--- config.mk ---
export PLATFORM = sky130hd
export DESIGN_NAME = sudoku_uart_rx
export DESIGN_NICKNAME = d
export VERILOG_FILES = /design/src/rtl/sudoku_uart_pkg.sv /design/src/rtl/sudoku_sync_fifo.sv /design/src/rtl/sudoku_uart_rx.sv
export SDC_FILE = /design/constraint.sdc
export NUM_CORES = 1
export LEC_CHECK = 0
export ABC_CLOCK_PERIOD_IN_PS = 5000
export CORE_ASPECT_RATIO = 0.5
export CORE_UTILIZATION = 30
export DETAILED_ROUTE_END_ITERATION = 7
export PLACE_DENSITY = 0.45
export SLEW_MARGIN = 30
export SYNTH_ARGS = -nofsm -noshare
export SYNTH_HDL_FRONTEND = slang
export SYNTH_SLANG_ARGS = --single-unit
--- constraint.sdc ---
create_clock -name wb_clk_i -period 5 [get_ports wb_clk_i]
set_clock_uncertainty 0.05 [all_clocks]
set_input_delay 1 -clock wb_clk_i [delete_from_list [all_inputs] [get_ports wb_clk_i]]
set_output_delay 1 -clock wb_clk_i [all_outputs]
set_load 0.005 [all_outputs]
--- src/rtl/sudoku_uart_pkg.sv ---
// Shared definitions for the sudoku accelerator UART receive path.
package sudoku_uart_pkg;

    typedef enum logic [2:0] {
        ST_IDLE,
        ST_START,
        ST_DATA,
        ST_STOP,
        ST_BREAK
    } rx_state_e;

    localparam int DATA_BITS = 8;

    // The serial line idles high, so the synchroniser resets to the idle level.
    localparam logic SYNC_RESET_VAL = 1'b1;

endpackage

--- src/rtl/sudoku_sync_fifo.sv ---
// Parameterised first-word-fall-through FIFO with level reporting.
module sudoku_sync_fifo #(
    parameter int DEPTH = 4,
    parameter int WIDTH = 8,
    localparam int PTR_W = $clog2(DEPTH),
    localparam int LVL_W = $clog2(DEPTH) + 1
) (
    input  logic             clk,
    input  logic             reset,
    input  logic             push,
    input  logic [WIDTH-1:0] push_data,
    input  logic             pop,
    output logic [WIDTH-1:0] head_data,
    output logic             full,
    output logic             empty,
    output logic [LVL_W-1:0] level
);

    logic [WIDTH-1:0] mem_q [DEPTH];
    logic [WIDTH-1:0] mem_d [DEPTH];
    logic [PTR_W-1:0] wr_ptr_q, wr_ptr_d;
    logic [PTR_W-1:0] rd_ptr_q, rd_ptr_d;
    logic [LVL_W-1:0] level_q, level_d;
    logic             do_push;
    logic             do_pop;

    assign full      = (level_q == LVL_W'(DEPTH));
    assign empty     = (level_q == '0);
    assign level     = level_q;
    assign head_data = mem_q[rd_ptr_q];

    // A full FIFO still accepts a write when the head leaves in the same cycle.
    always_comb begin
        do_pop   = pop && !empty;
        do_push  = push && (!full || do_pop);
        mem_d    = mem_q;
        wr_ptr_d = wr_ptr_q;
        rd_ptr_d = rd_ptr_q;
        level_d  = level_q;
        if (do_push) begin
            mem_d[wr_ptr_q] = push_data;
            wr_ptr_d        = wr_ptr_q + PTR_W'(1);
        end
        if (do_pop) begin
            rd_ptr_d = rd_ptr_q + PTR_W'(1);
        end
        case ({do_push, do_pop})
            2'b10:   level_d = level_q + LVL_W'(1);
            2'b01:   level_d = level_q - LVL_W'(1);
            default: level_d = level_q;
        endcase
    end

    always_ff @(posedge clk) begin
        if (reset) begin
            mem_q    <= '{default: '0};
            wr_ptr_q <= '0;
            rd_ptr_q <= '0;
            level_q  <= '0;
        end else begin
            mem_q    <= mem_d;
            wr_ptr_q <= wr_ptr_d;
            rd_ptr_q <= rd_ptr_d;
            level_q  <= level_d;
        end
    end

endmodule

--- src/rtl/sudoku_uart_rx.sv ---
// 8N1 UART receiver feeding a FWFT byte FIFO, with framing and overrun pulses.
module sudoku_uart_rx
    import sudoku_uart_pkg::*;
#(
    parameter int FIFO_DEPTH = 4,
    parameter int DIV_WIDTH  = 16
) (
    input  logic                          wb_clk_i,
    input  logic                          wb_rst_i,
    input  logic                          enable,
    input  logic [DIV_WIDTH-1:0]          clk_div,
    input  logic                          ser_rx,
    output logic [7:0]                    rx_data,
    output logic                          rx_valid,
    input  logic                          rx_ready,
    output logic                          frame_err,
    output logic                          overrun,
    output logic [$clog2(FIFO_DEPTH):0]   fifo_level
);

    localparam int BIT_W = $clog2(DATA_BITS);
    localparam logic [BIT_W-1:0] LAST_BIT = BIT_W'(DATA_BITS - 1);

    logic [1:0]           sync_q, sync_d;
    rx_state_e            state_q, state_d;
    logic [DIV_WIDTH-1:0] cnt_q, cnt_d;
    logic [BIT_W-1:0]     bit_idx_q, bit_idx_d;
    logic [DATA_BITS-1:0] shift_q, shift_d;
    logic                 frame_err_q, frame_err_d;
    logic                 overrun_q, overrun_d;
    logic                 rxs;
    logic                 sample;
    logic                 push;
    logic                 pop;
    logic                 fifo_full;
    logic                 fifo_empty;

    assign rxs       = sync_q[1];
    assign sample    = (cnt_q == '0);
    assign pop       = rx_valid && rx_ready;
    assign rx_valid  = !fifo_empty;
    assign frame_err = frame_err_q;
    assign overrun   = overrun_q;

    // Start detection loads half a bit so every later sample lands mid-bit.
    always_comb begin
        sync_d      = {sync_q[0], ser_rx};
        state_d     = state_q;
        cnt_d       = cnt_q;
        bit_idx_d   = bit_idx_q;
        shift_d     = shift_q;
        frame_err_d = 1'b0;
        push        = 1'b0;
        if (!enable) begin
            state_d = ST_IDLE;
        end else begin
            case (state_q)
                ST_IDLE: begin
                    if (!rxs) begin
                        cnt_d   = clk_div >> 1;
                        state_d = ST_START;
                    end
                end
                ST_START, ST_DATA, ST_STOP: begin
                    if (!sample) begin
                        cnt_d = cnt_q - DIV_WIDTH'(1);
                    end else begin
                        cnt_d = clk_div;
                        if (state_q == ST_START) begin
                            bit_idx_d = '0;
                            state_d   = rxs ? ST_IDLE : ST_DATA;
                        end else if (state_q == ST_DATA) begin
                            shift_d   = {rxs, shift_q[DATA_BITS-1:1]};
                            bit_idx_d = bit_idx_q + BIT_W'(1);
                            if (bit_idx_q == LAST_BIT) begin
                                state_d = ST_STOP;
                            end
                        end else if (rxs) begin
                            push    = 1'b1;
                            state_d = ST_IDLE;
                        end else begin
                            frame_err_d = 1'b1;
                            state_d     = ST_BREAK;
                        end
                    end
                end
                ST_BREAK: begin
                    if (rxs) begin
                        state_d = ST_IDLE;
                    end
                end
                default: state_d = ST_IDLE;
            endcase
        end
        overrun_d = push && fifo_full && !pop;
    end

    always_ff @(posedge wb_clk_i) begin
        if (wb_rst_i) begin
            sync_q      <= {2{SYNC_RESET_VAL}};
            state_q     <= ST_IDLE;
            cnt_q       <= '0;
            bit_idx_q   <= '0;
            shift_q     <= '0;
            frame_err_q <= 1'b0;
            overrun_q   <= 1'b0;
        end else begin
            sync_q      <= sync_d;
            state_q     <= state_d;
            cnt_q       <= cnt_d;
            bit_idx_q   <= bit_idx_d;
            shift_q     <= shift_d;
            frame_err_q <= frame_err_d;
            overrun_q   <= overrun_d;
        end
    end

    sudoku_sync_fifo #(
        .DEPTH (FIFO_DEPTH),
        .WIDTH (DATA_BITS)
    ) u_fifo (
        .clk       (wb_clk_i),
        .reset     (wb_rst_i),
        .push      (push),
        .push_data (shift_q),
        .pop       (pop),
        .head_data (rx_data),
        .full      (fifo_full),
        .empty     (fifo_empty),
        .level     (fifo_level)
    );

endmodule
==> impl_metrics.prom, run 1 <==
# TYPE chip_impl_metric gauge
chip_impl_metric{name="ratio_of_final_minimum_period_to_clock_period",unit="%"} 66.18
chip_impl_metric{name="track_usage",unit="%"} 15.39
chip_impl_metric{name="max_cap_viol_count",unit=""} 0
chip_impl_info{name="hold_path.class",value="reg -> reg"} 1
chip_impl_info{name="final_cell_mix",value="sky130_fd_sc_hd__dfxtp_1 (73), sky130_fd_sc_hd__nor2_1 (63), sky130_fd_sc_hd__mux2i_1 (42), sky130_fd_sc_hd__clkdlybuf4s50_1 (33), sky130_fd_sc_hd__nand2_1 (21)"} 1
chip_impl_info{name="hold_path_end",value="sync_q[1]$_SDFF_PP1_"} 1
chip_impl_metric{name="wl_per_cell",unit="um"} 15.62
chip_impl_info{name="rsz0062_at_grt",value="no"} 1
chip_impl_metric{name="start_util",unit="%"} 31.06
chip_impl_metric{name="final_nets",unit=""} 448
chip_impl_metric{name="globalplace.congestion",unit=""} 0.7923
chip_impl_metric{name="cts.repair.resized",unit=""} 0
chip_impl_metric{name="grt_antenna_before_repair",unit=""} 0
chip_impl_info{name="startpoint_of_the_worst_hold_path",value="sync_q[0]$_SDFF_PP1_"} 1
chip_impl_metric{name="grt_first_pass_wirelength",unit="um"} 15240
chip_impl_metric{name="core_area",unit="um2"} 11950
chip_impl_metric{name="detailedPlacementHpwl",unit="um"} 6199
chip_impl_metric{name="grt_start_max_net_pins",unit=""} 64
chip_impl_metric{name="min_delay_path_depth",unit=""} 1
chip_impl_info{name="ys_dominant_reg_cell",value="sky130_fd_sc_hd__dfxtp_1"} 1
chip_impl_metric{name="critical_path_required",unit="ns"} 5.21
chip_impl_metric{name="die_h",unit="um"} 80.65
chip_impl_metric{name="dieArea",unit="um2"} 12850
chip_impl_metric{name="cts_inserted_buffers",unit=""} 9
chip_impl_metric{name="final_core_utilization",unit="%"} 37.13
chip_impl_metric{name="clock_latency_late_sink",unit="ns"} 0.34
chip_impl_metric{name="path_buf_inv",unit=""} 3
chip_impl_metric{name="routed-via-count",unit=""} 3003
chip_impl_info{name="reg2reg_from",value="cnt_q[0]$_SDFFE_PP0P_"} 1
chip_impl_metric{name="worst-path-max-fanout",unit=""} 3
chip_impl_metric{name="post_synth_edffs",unit=""} 0
chip_impl_metric{name="crit_arrival",unit="ns"} 3.52
chip_impl_metric{name="sum_neg_setup_slack",unit="ns"} 0
chip_impl_metric{name="drt_drc_violations_left",unit=""} 0
chip_impl_metric{name="num_rows",unit=""} 28
chip_impl_metric{name="count_of_endpoints_failing_setup_in_the_final_report",unit=""} 0
chip_impl_metric{name="vias_in_the_first_global_route",unit=""} 3010
chip_impl_metric{name="syn-instance-count",unit=""} 396
chip_impl_metric{name="pin_count",unit=""} 35
chip_impl_metric{name="finalMaxSlewViolations",unit=""} 0
chip_impl_metric{name="synth.lib_cells_used.distinct",unit=""} 57
chip_impl_info{name="cts_tree",value="yes"} 1
chip_impl_metric{name="critical_path.max_stage_delay",unit="ns"} 0.47
chip_impl_metric{name="place.port_buffers",unit=""} 34
chip_impl_metric{name="synthToLayoutAreaGrowth",unit="%"} 19.52
chip_impl_metric{name="grt_overflow",unit=""} 0
chip_impl_metric{name="vias_per_cell",unit=""} 5.107
chip_impl_metric{name="seq_area_frac_synth",unit="%"} 39.38
chip_impl_metric{name="ys_seq_elements",unit=""} 73
chip_impl_metric{name="postRouteAntennaNets",unit=""} 0
chip_impl_info{name="worst_setup_path_start_kind",value="input port"} 1
chip_impl_info{name="critical-path-slowest-cell",value="sky130_fd_sc_hd__nor4b_1"} 1
chip_impl_metric{name="timing.slew.headroom",unit="%"} 35.99
chip_impl_metric{name="chipWidth",unit="um"} 159.3
chip_impl_info{name="layout_commonest_cell",value="sky130_fd_sc_hd__dfxtp_1"} 1
chip_impl_metric{name="worst_pin_slew",unit="ns"} 0.9513
chip_impl_metric{name="whs",unit="ns"} 0.3579
chip_impl_metric{name="vdd.ir_drop.worst",unit="mV"} 0.1183
chip_impl_metric{name="clk_pin_slew",unit="ns"} 0.06
chip_impl_metric{name="synth_area",unit="um2"} 3711
chip_impl_info{name="status",value="finished clean"} 1
chip_impl_metric{name="clockBufferDepth",unit=""} 2
chip_impl_info{name="setup.worst_path.class",value="in -> reg"} 1
chip_impl_metric{name="cts_num_sinks",unit=""} 73
chip_impl_metric{name="worstRegToRegCells",unit=""} 12
chip_impl_metric{name="cts_setup_buffers",unit=""} 0
chip_impl_metric{name="final-hold-violation-count",unit=""} 0
chip_impl_metric{name="max_freq",unit="MHz"} 302.2
chip_impl_metric{name="diodes",unit=""} 0
chip_impl_info{name="clock_tree.root_cell",value="sky130_fd_sc_hd__clkbuf_16"} 1
chip_impl_metric{name="synth.avg_cell_area",unit="um2"} 9.371
chip_impl_metric{name="synth_nets",unit=""} 426
chip_impl_metric{name="cts_hold_buf",unit=""} 0
chip_impl_metric{name="worst-r2r-setup-slack",unit="ns"} 1.92
chip_impl_metric{name="ys_async_rst_share",unit="%"} 0
chip_impl_metric{name="route.final.wire_length",unit="um"} 9184
chip_impl_metric{name="time_the_final_worst_path_needs_with_i_o_delays_and_setup",unit="ns"} 3.309
chip_impl_metric{name="cts-htree-levels",unit=""} 3
chip_impl_info{name="critPathTopFamily",value="simple AND/OR/NAND/NOR gates"} 1
chip_impl_info{name="crit_path_frequent_cell",value="sky130_fd_sc_hd__inv_1"} 1
chip_impl_info{name="timing.rr.end",value="u_fifo.level[2]$_SDFFE_PP0P_"} 1
chip_impl_metric{name="drt_iter0_drc",unit=""} 192
chip_impl_metric{name="p_leak",unit="uW"} 0.001546
chip_impl_metric{name="pre_repair_dr_iteration_count",unit=""} 5
chip_impl_info{name="element_type_at_the_critical_path_end",value="flop"} 1
chip_impl_info{name="path_cells",value="clkdlybuf4s50_1 -> nor4b_1 -> nor3b_1 -> and4_1 -> inv_1 -> ha_1 -> inv_1 -> fa_1 -> xor2_1 -> or3_1 -> a21oi_1"} 1
chip_impl_metric{name="power_per_cell_area",unit="nW/um2"} 308.6
chip_impl_metric{name="layout_cells_sized_above_1",unit="%"} 10.40
chip_impl_metric{name="yosys_warnings",unit=""} 0
==> layout make-up <==
| class | count | area, um2 |
|---|---|---|
| fillers | 1197 | 7511 |
| multi-input cells | 283 | 2068 |
| flip-flops and latches | 73 | 1461 |
| repair buffers | 37 | 357.8 |
| clock buffers | 11 | 232.7 |
| well taps | 165 | 206.4 |
| clock inverters | 5 | 56.30 |
| inverters | 14 | 52.55 |
==> logic make-up (layout without fill, tap and decap cells) <==
logic type / after synthesis / in the layout / share of synthesized area, %
xor gates and xnor gates: 6 / 6 / 1.416
buffers and inverters: 40 / 67 / 5.327
DFF: 73 / 73 / 39.38
adders and majority gates: 9 / 9 / 3.237
muxes: 50 / 50 / 16.18
AOI/OAI and AO/OA: 68 / 68 / 12.91
and+or+nand+nor: 150 / 150 / 21.54
==> how the worst max path moves through the flow <==
| stage | from | endpoint | slack [ns] | depth (start not counted) |
|---|---|---|---|---|
| finish | rx_ready | u_fifo.level[2]$_SDFFE_PP0P_ | 1.69 | 11 |
| global route | rx_ready | u_fifo.level[2]$_SDFFE_PP0P_ | 1.47 | 11 |
| CTS | cnt_q[0]$_SDFFE_PP0P_ | cnt_q[8]$_SDFFE_PP0P_ | 1.51 | 7 |
| detailed placement | rx_ready | u_fifo.level[2]$_SDFFE_PP0P_ | 1.31 | 11 |
| global placement | rx_ready | u_fifo.level[2]$_SDFFE_PP0P_ | 1.43 | 11 |
| floorplan | rx_ready | u_fifo.level[2]$_SDFFE_PP0P_ | 2.01 | 10 |
==> cells in the mapped netlist, types with 2 or more instances <==
cell,instances,area share [%]
sky130_fd_sc_hd__a2bb2oi_1,2,0.47
sky130_fd_sc_hd__nand3_1,9,1.2
sky130_fd_sc_hd__a222oi_1,3,0.81
sky130_fd_sc_hd__nor3_1,7,0.94
sky130_fd_sc_hd__and2_1,3,0.51
sky130_fd_sc_hd__nand4_1,7,1.2
sky130_fd_sc_hd__a211oi_1,3,0.61
sky130_fd_sc_hd__nor2b_1,3,0.51
sky130_fd_sc_hd__a221o_1,2,0.54
sky130_fd_sc_hd__nor2_1,65,6.6
sky130_fd_sc_hd__mux4_2,8,4.9
sky130_fd_sc_hd__xnor2_1,2,0.47
sky130_fd_sc_hd__a221oi_1,3,0.71
sky130_fd_sc_hd__and3_1,2,0.34
sky130_fd_sc_hd__a21oi_1,15,2.0
sky130_fd_sc_hd__xor2_1,4,0.94
sky130_fd_sc_hd__a22oi_1,7,1.4
sky130_fd_sc_hd__a311oi_1,4,0.94
sky130_fd_sc_hd__dlygate4sd1_1,4,0.94
sky130_fd_sc_hd__o21ai_0,13,1.8
sky130_fd_sc_hd__buf_2,2,0.27
sky130_fd_sc_hd__mux2i_1,42,11
sky130_fd_sc_hd__or2_2,4,0.67
sky130_fd_sc_hd__clkbuf_1,13,1.3
sky130_fd_sc_hd__a32o_1,4,1.1
sky130_fd_sc_hd__or3_1,4,0.67
sky130_fd_sc_hd__nor4_1,6,1.0
sky130_fd_sc_hd__nor3b_1,2,0.40
sky130_fd_sc_hd__o221ai_1,2,0.47
sky130_fd_sc_hd__buf_4,4,0.81
sky130_fd_sc_hd__ha_1,8,2.7
sky130_fd_sc_hd__inv_1,14,1.4
sky130_fd_sc_hd__o22ai_1,2,0.34
sky130_fd_sc_hd__nand2_1,21,2.1
sky130_fd_sc_hd__clkbuf_2,2,0.27
sky130_fd_sc_hd__dfxtp_1,73,39
sky130_fd_sc_hd__nor4_4,4,2.3
sky130_fd_sc_hd__or4_1,4,0.81
==> registers in the layout (all words and copies together), names as in the netlist, 2 cells and up <==
signal and cells:
u_fifo.level 3, bit_idx_q 3, sync_q 2, shift_q 8
u_fifo.rd_ptr_q 2, u_fifo.wr_ptr_q 2, cnt_q 16, state_q 3
u_fifo.mem_q 32
==> per-layer routing <==
layer  wire length (um)  part of all wire, %  up-vias  global-route usage [%]
met1               4391                   48     1432                   19.03
li1                   -                    -     1490                       -
met4                106                  1.2        0                   4.615
met2               4210                   46       70                   26.14
met3                476                  5.2       11                   4.442
met5                  0                    0        -                       0
==> metrics by stage <==
| step | power, uW | cell area, um2 | cells | setup slack, ns |
|---|---|---|---|---|
| final | 1369 | 4436 | 588 | 1.691 |
| after global routing | 1431 | 4436 | 588 | 1.471 |
| after CTS | 1391 | 4419 | 588 | 1.512 |
| after detailed placement | 748.8 | 4130 | 572 | 1.310 |
| after global placement | 748.1 | 4130 | 572 | 1.433 |
| after floorplan | 705.4 | 3711 | 396 | 2.008 |
==> report_power, final <==
group	total [uW]	switching, uW	internal (uW)
logic	138	83.3	54.5
registers	601	10.9	590
clock network	631	245	385
total	1370	339	1030
No activity file was read; power rests on OpenSTA's default activity.
==> inputs of run 2 (changes only) <==
ABC_CLOCK_PERIOD_IN_PS = 2700   (was 5000)
PLACE_DENSITY = 0.47   (was 0.45)
clock period = 2.7 ns   (was 5 ns; I/O delays follow)
==> run 2 against run 1 <==
Compared with the run above:
- sequential share of layout area is 2.4 points lower
- register-to-register slack worse by 1.7 ns
- worst hold slack better by 0.0043 ns
- critical endpoint unchanged
- core utilization is 3.0 points higher
- critical path depth stayed put
- combinational power is 120% higher
- non-clock buffer count is 33 higher
==> impl_metrics.prom, run 2 (synthesis results as in run 1) <==
# TYPE chip_impl_metric gauge
chip_impl_info{name="status",value="finished clean"} 1
chip_impl_info{name="worst_setup_path_start_kind",value="input port"} 1
chip_impl_metric{name="track_usage",unit="%"} 16.02
chip_impl_info{name="register_with_the_most_flip_flops",value="u_fifo.mem_q"} 1
chip_impl_metric{name="dieArea",unit="um2"} 12850
chip_impl_metric{name="finalPower",unit="uW"} 2646
chip_impl_metric{name="sum_neg_setup_slack",unit="ns"} 0
chip_impl_metric{name="max_cap_viol_count",unit=""} 0
chip_impl_metric{name="drt_iter0_drc",unit=""} 204
chip_impl_metric{name="cts_hold_buf",unit=""} 0
chip_impl_metric{name="postRouteAntennaNets",unit=""} 0
chip_impl_metric{name="clk_pin_slew",unit="ns"} 0.06
chip_impl_metric{name="final_core_utilization",unit="%"} 40.12
chip_impl_metric{name="worst_pin_slew",unit="ns"} 0.5730
chip_impl_metric{name="max_freq",unit="MHz"} 388.7
chip_impl_info{name="layout_commonest_cell",value="sky130_fd_sc_hd__dfxtp_1"} 1
chip_impl_metric{name="min_delay_path_depth",unit=""} 1
chip_impl_info{name="startpoint_of_the_worst_hold_path",value="sync_q[0]$_SDFF_PP1_"} 1
chip_impl_metric{name="cts-htree-levels",unit=""} 3
chip_impl_info{name="cts_tree",value="yes"} 1
chip_impl_metric{name="whs",unit="ns"} 0.3622
chip_impl_metric{name="final_nets",unit=""} 481
chip_impl_metric{name="grt_antenna_before_repair",unit=""} 0
chip_impl_metric{name="die_h",unit="um"} 80.65
chip_impl_metric{name="diodes",unit=""} 0
chip_impl_metric{name="layoutNonFillerInstCount",unit=""} 621
chip_impl_info{name="final_cell_mix",value="sky130_fd_sc_hd__dfxtp_1 (71), sky130_fd_sc_hd__nor2_1 (64), sky130_fd_sc_hd__mux2i_1 (42), sky130_fd_sc_hd__clkdlybuf4s50_1 (33), sky130_fd_sc_hd__buf_4 (31)"} 1
chip_impl_metric{name="chipWidth",unit="um"} 159.3
chip_impl_metric{name="cts_inserted_buffers",unit=""} 9
chip_impl_metric{name="layout_cells_sized_above_1",unit="%"} 17.98
chip_impl_info{name="setup.worst_path.class",value="in -> reg"} 1
chip_impl_metric{name="cts_num_sinks",unit=""} 73
chip_impl_metric{name="grt_first_pass_wirelength",unit="um"} 15840
chip_impl_metric{name="worstRegToRegCells",unit=""} 12
chip_impl_info{name="clock_tree.root_cell",value="sky130_fd_sc_hd__clkbuf_16"} 1
chip_impl_info{name="reg2reg_from",value="cnt_q[0]$_SDFFE_PP0P_"} 1
chip_impl_info{name="element_type_at_the_critical_path_end",value="flop"} 1
chip_impl_info{name="reg_top3",value="u_fifo.mem_q (32), cnt_q (16), shift_q (8)"} 1
chip_impl_metric{name="vias_in_the_first_global_route",unit=""} 3003
chip_impl_metric{name="time_the_final_worst_path_needs_with_i_o_delays_and_setup",unit="ns"} 2.573
chip_impl_metric{name="grt_overflow",unit=""} 0
chip_impl_metric{name="largest_reg_flops",unit=""} 32
chip_impl_metric{name="final-hold-violation-count",unit=""} 0
chip_impl_metric{name="vias_per_cell",unit=""} 5.066
chip_impl_metric{name="route.final.wire_length",unit="um"} 9656
chip_impl_metric{name="synthToLayoutAreaGrowth",unit="%"} 29.16
chip_impl_metric{name="place_inst",unit=""} 605
chip_impl_metric{name="count_of_endpoints_failing_setup_in_the_final_report",unit=""} 0
chip_impl_info{name="setup.worst_path.start",value="rx_ready"} 1
chip_impl_metric{name="core_area",unit="um2"} 11950
chip_impl_metric{name="power_per_cell_area",unit="nW/um2"} 552.1
chip_impl_metric{name="grt_start_max_net_pins",unit=""} 49
chip_impl_metric{name="detailedPlacementHpwl",unit="um"} 6606
chip_impl_metric{name="crit_arrival",unit="ns"} 2.79
chip_impl_metric{name="critical_path_required",unit="ns"} 2.92
chip_impl_metric{name="pin_count",unit=""} 35
chip_impl_metric{name="worst-r2r-setup-slack",unit="ns"} 0.18
chip_impl_metric{name="p_leak",unit="uW"} 0.001733
chip_impl_metric{name="num_rows",unit=""} 28
chip_impl_metric{name="start_util",unit="%"} 31.06
chip_impl_metric{name="ratio_of_final_minimum_period_to_clock_period",unit="%"} 95.30
chip_impl_metric{name="finalMaxSlewViolations",unit=""} 0
chip_impl_metric{name="vdd.ir_drop.worst",unit="mV"} 0.2524
chip_impl_metric{name="globalplace.congestion",unit=""} 0.7864
chip_impl_metric{name="wl_per_cell",unit="um"} 15.55
chip_impl_metric{name="clockBufferDepth",unit=""} 2
chip_impl_metric{name="worst-path-max-fanout",unit=""} 2
chip_impl_metric{name="clock_latency_late_sink",unit="ns"} 0.34
chip_impl_metric{name="pre_repair_dr_iteration_count",unit=""} 5
chip_impl_info{name="hold_path.class",value="reg -> reg"} 1
chip_impl_metric{name="place.port_buffers",unit=""} 34
chip_impl_metric{name="cts_setup_buffers",unit=""} 0
chip_impl_metric{name="routed-via-count",unit=""} 3146
chip_impl_metric{name="timing.slew.headroom",unit="%"} 61.76
chip_impl_info{name="rsz0062_at_grt",value="yes"} 1
chip_impl_metric{name="drt_drc_violations_left",unit=""} 0
==> run 2: per-stage QoR <==
stage	cell area, um2	setup slack, ns
2_1_floorplan	3722	0.01501
3_5_place_dp	4457	-0.4175
4_1_cts	4768	0.03379
6_report	4793	0.1270
5_1_grt	4793	-0.03149
3_3_place_gp	4457	-0.3095
==> run 2: worst paths after layout <==
check	end
worst max-delay path	u_fifo.level[2]$_SDFFE_PP0P_
worst min-delay path	sync_q[1]$_SDFF_PP1_
worst max register to register	u_fifo.level[2]$_SDFFE_PP0P_
worst min register to register	sync_q[1]$_SDFF_PP1_
==> run 2: layout make-up <==
| type | count | area (um2) |
|---|---|---|
| Timing Repair Buffer | 70 | 668.1 |
| Multi-Input combinational cell | 283 | 2097 |
| Clock inverter | 5 | 62.56 |
| Fill cell | 1203 | 7153 |
| Inverter | 14 | 52.55 |
| Sequential cell | 73 | 1464 |
| Tap cell | 165 | 206.4 |
| Clock buffer | 11 | 242.7 |
==> run 2: worst max-delay path, stage by stage <==
cell and delay, ns:
sky130_fd_sc_hd__clkdlybuf4s50_1 0.46, sky130_fd_sc_hd__nor4b_4 0.26, sky130_fd_sc_hd__nor3b_1 0.10, sky130_fd_sc_hd__and4_4 0.21
sky130_fd_sc_hd__inv_1 0.06, sky130_fd_sc_hd__ha_1 0.16, sky130_fd_sc_hd__inv_1 0.05, sky130_fd_sc_hd__fa_1 0.37
sky130_fd_sc_hd__xor2_1 0.16, sky130_fd_sc_hd__or3_1 0.30, sky130_fd_sc_hd__a21oi_1 0.13
==> run 2: power breakdown <==
group          internal (uW)  switching [uW]
Clock                    746             488
Sequential              1090            15.6
Combinational            133             172
==> run 2: repair_timing <==
action,in CTS,in global routing
pin swaps,0,1
endpoints found under the setup margin,1,10
gates resized for setup,1,6
gates cloned,0,0
==> run 2: metal layers <==
metal	routed length, um	GRT usage [%]
met1	4834	21.14
met2	4311	25.57
met3	392	4.029
met4	117	5.385
met5	0	0
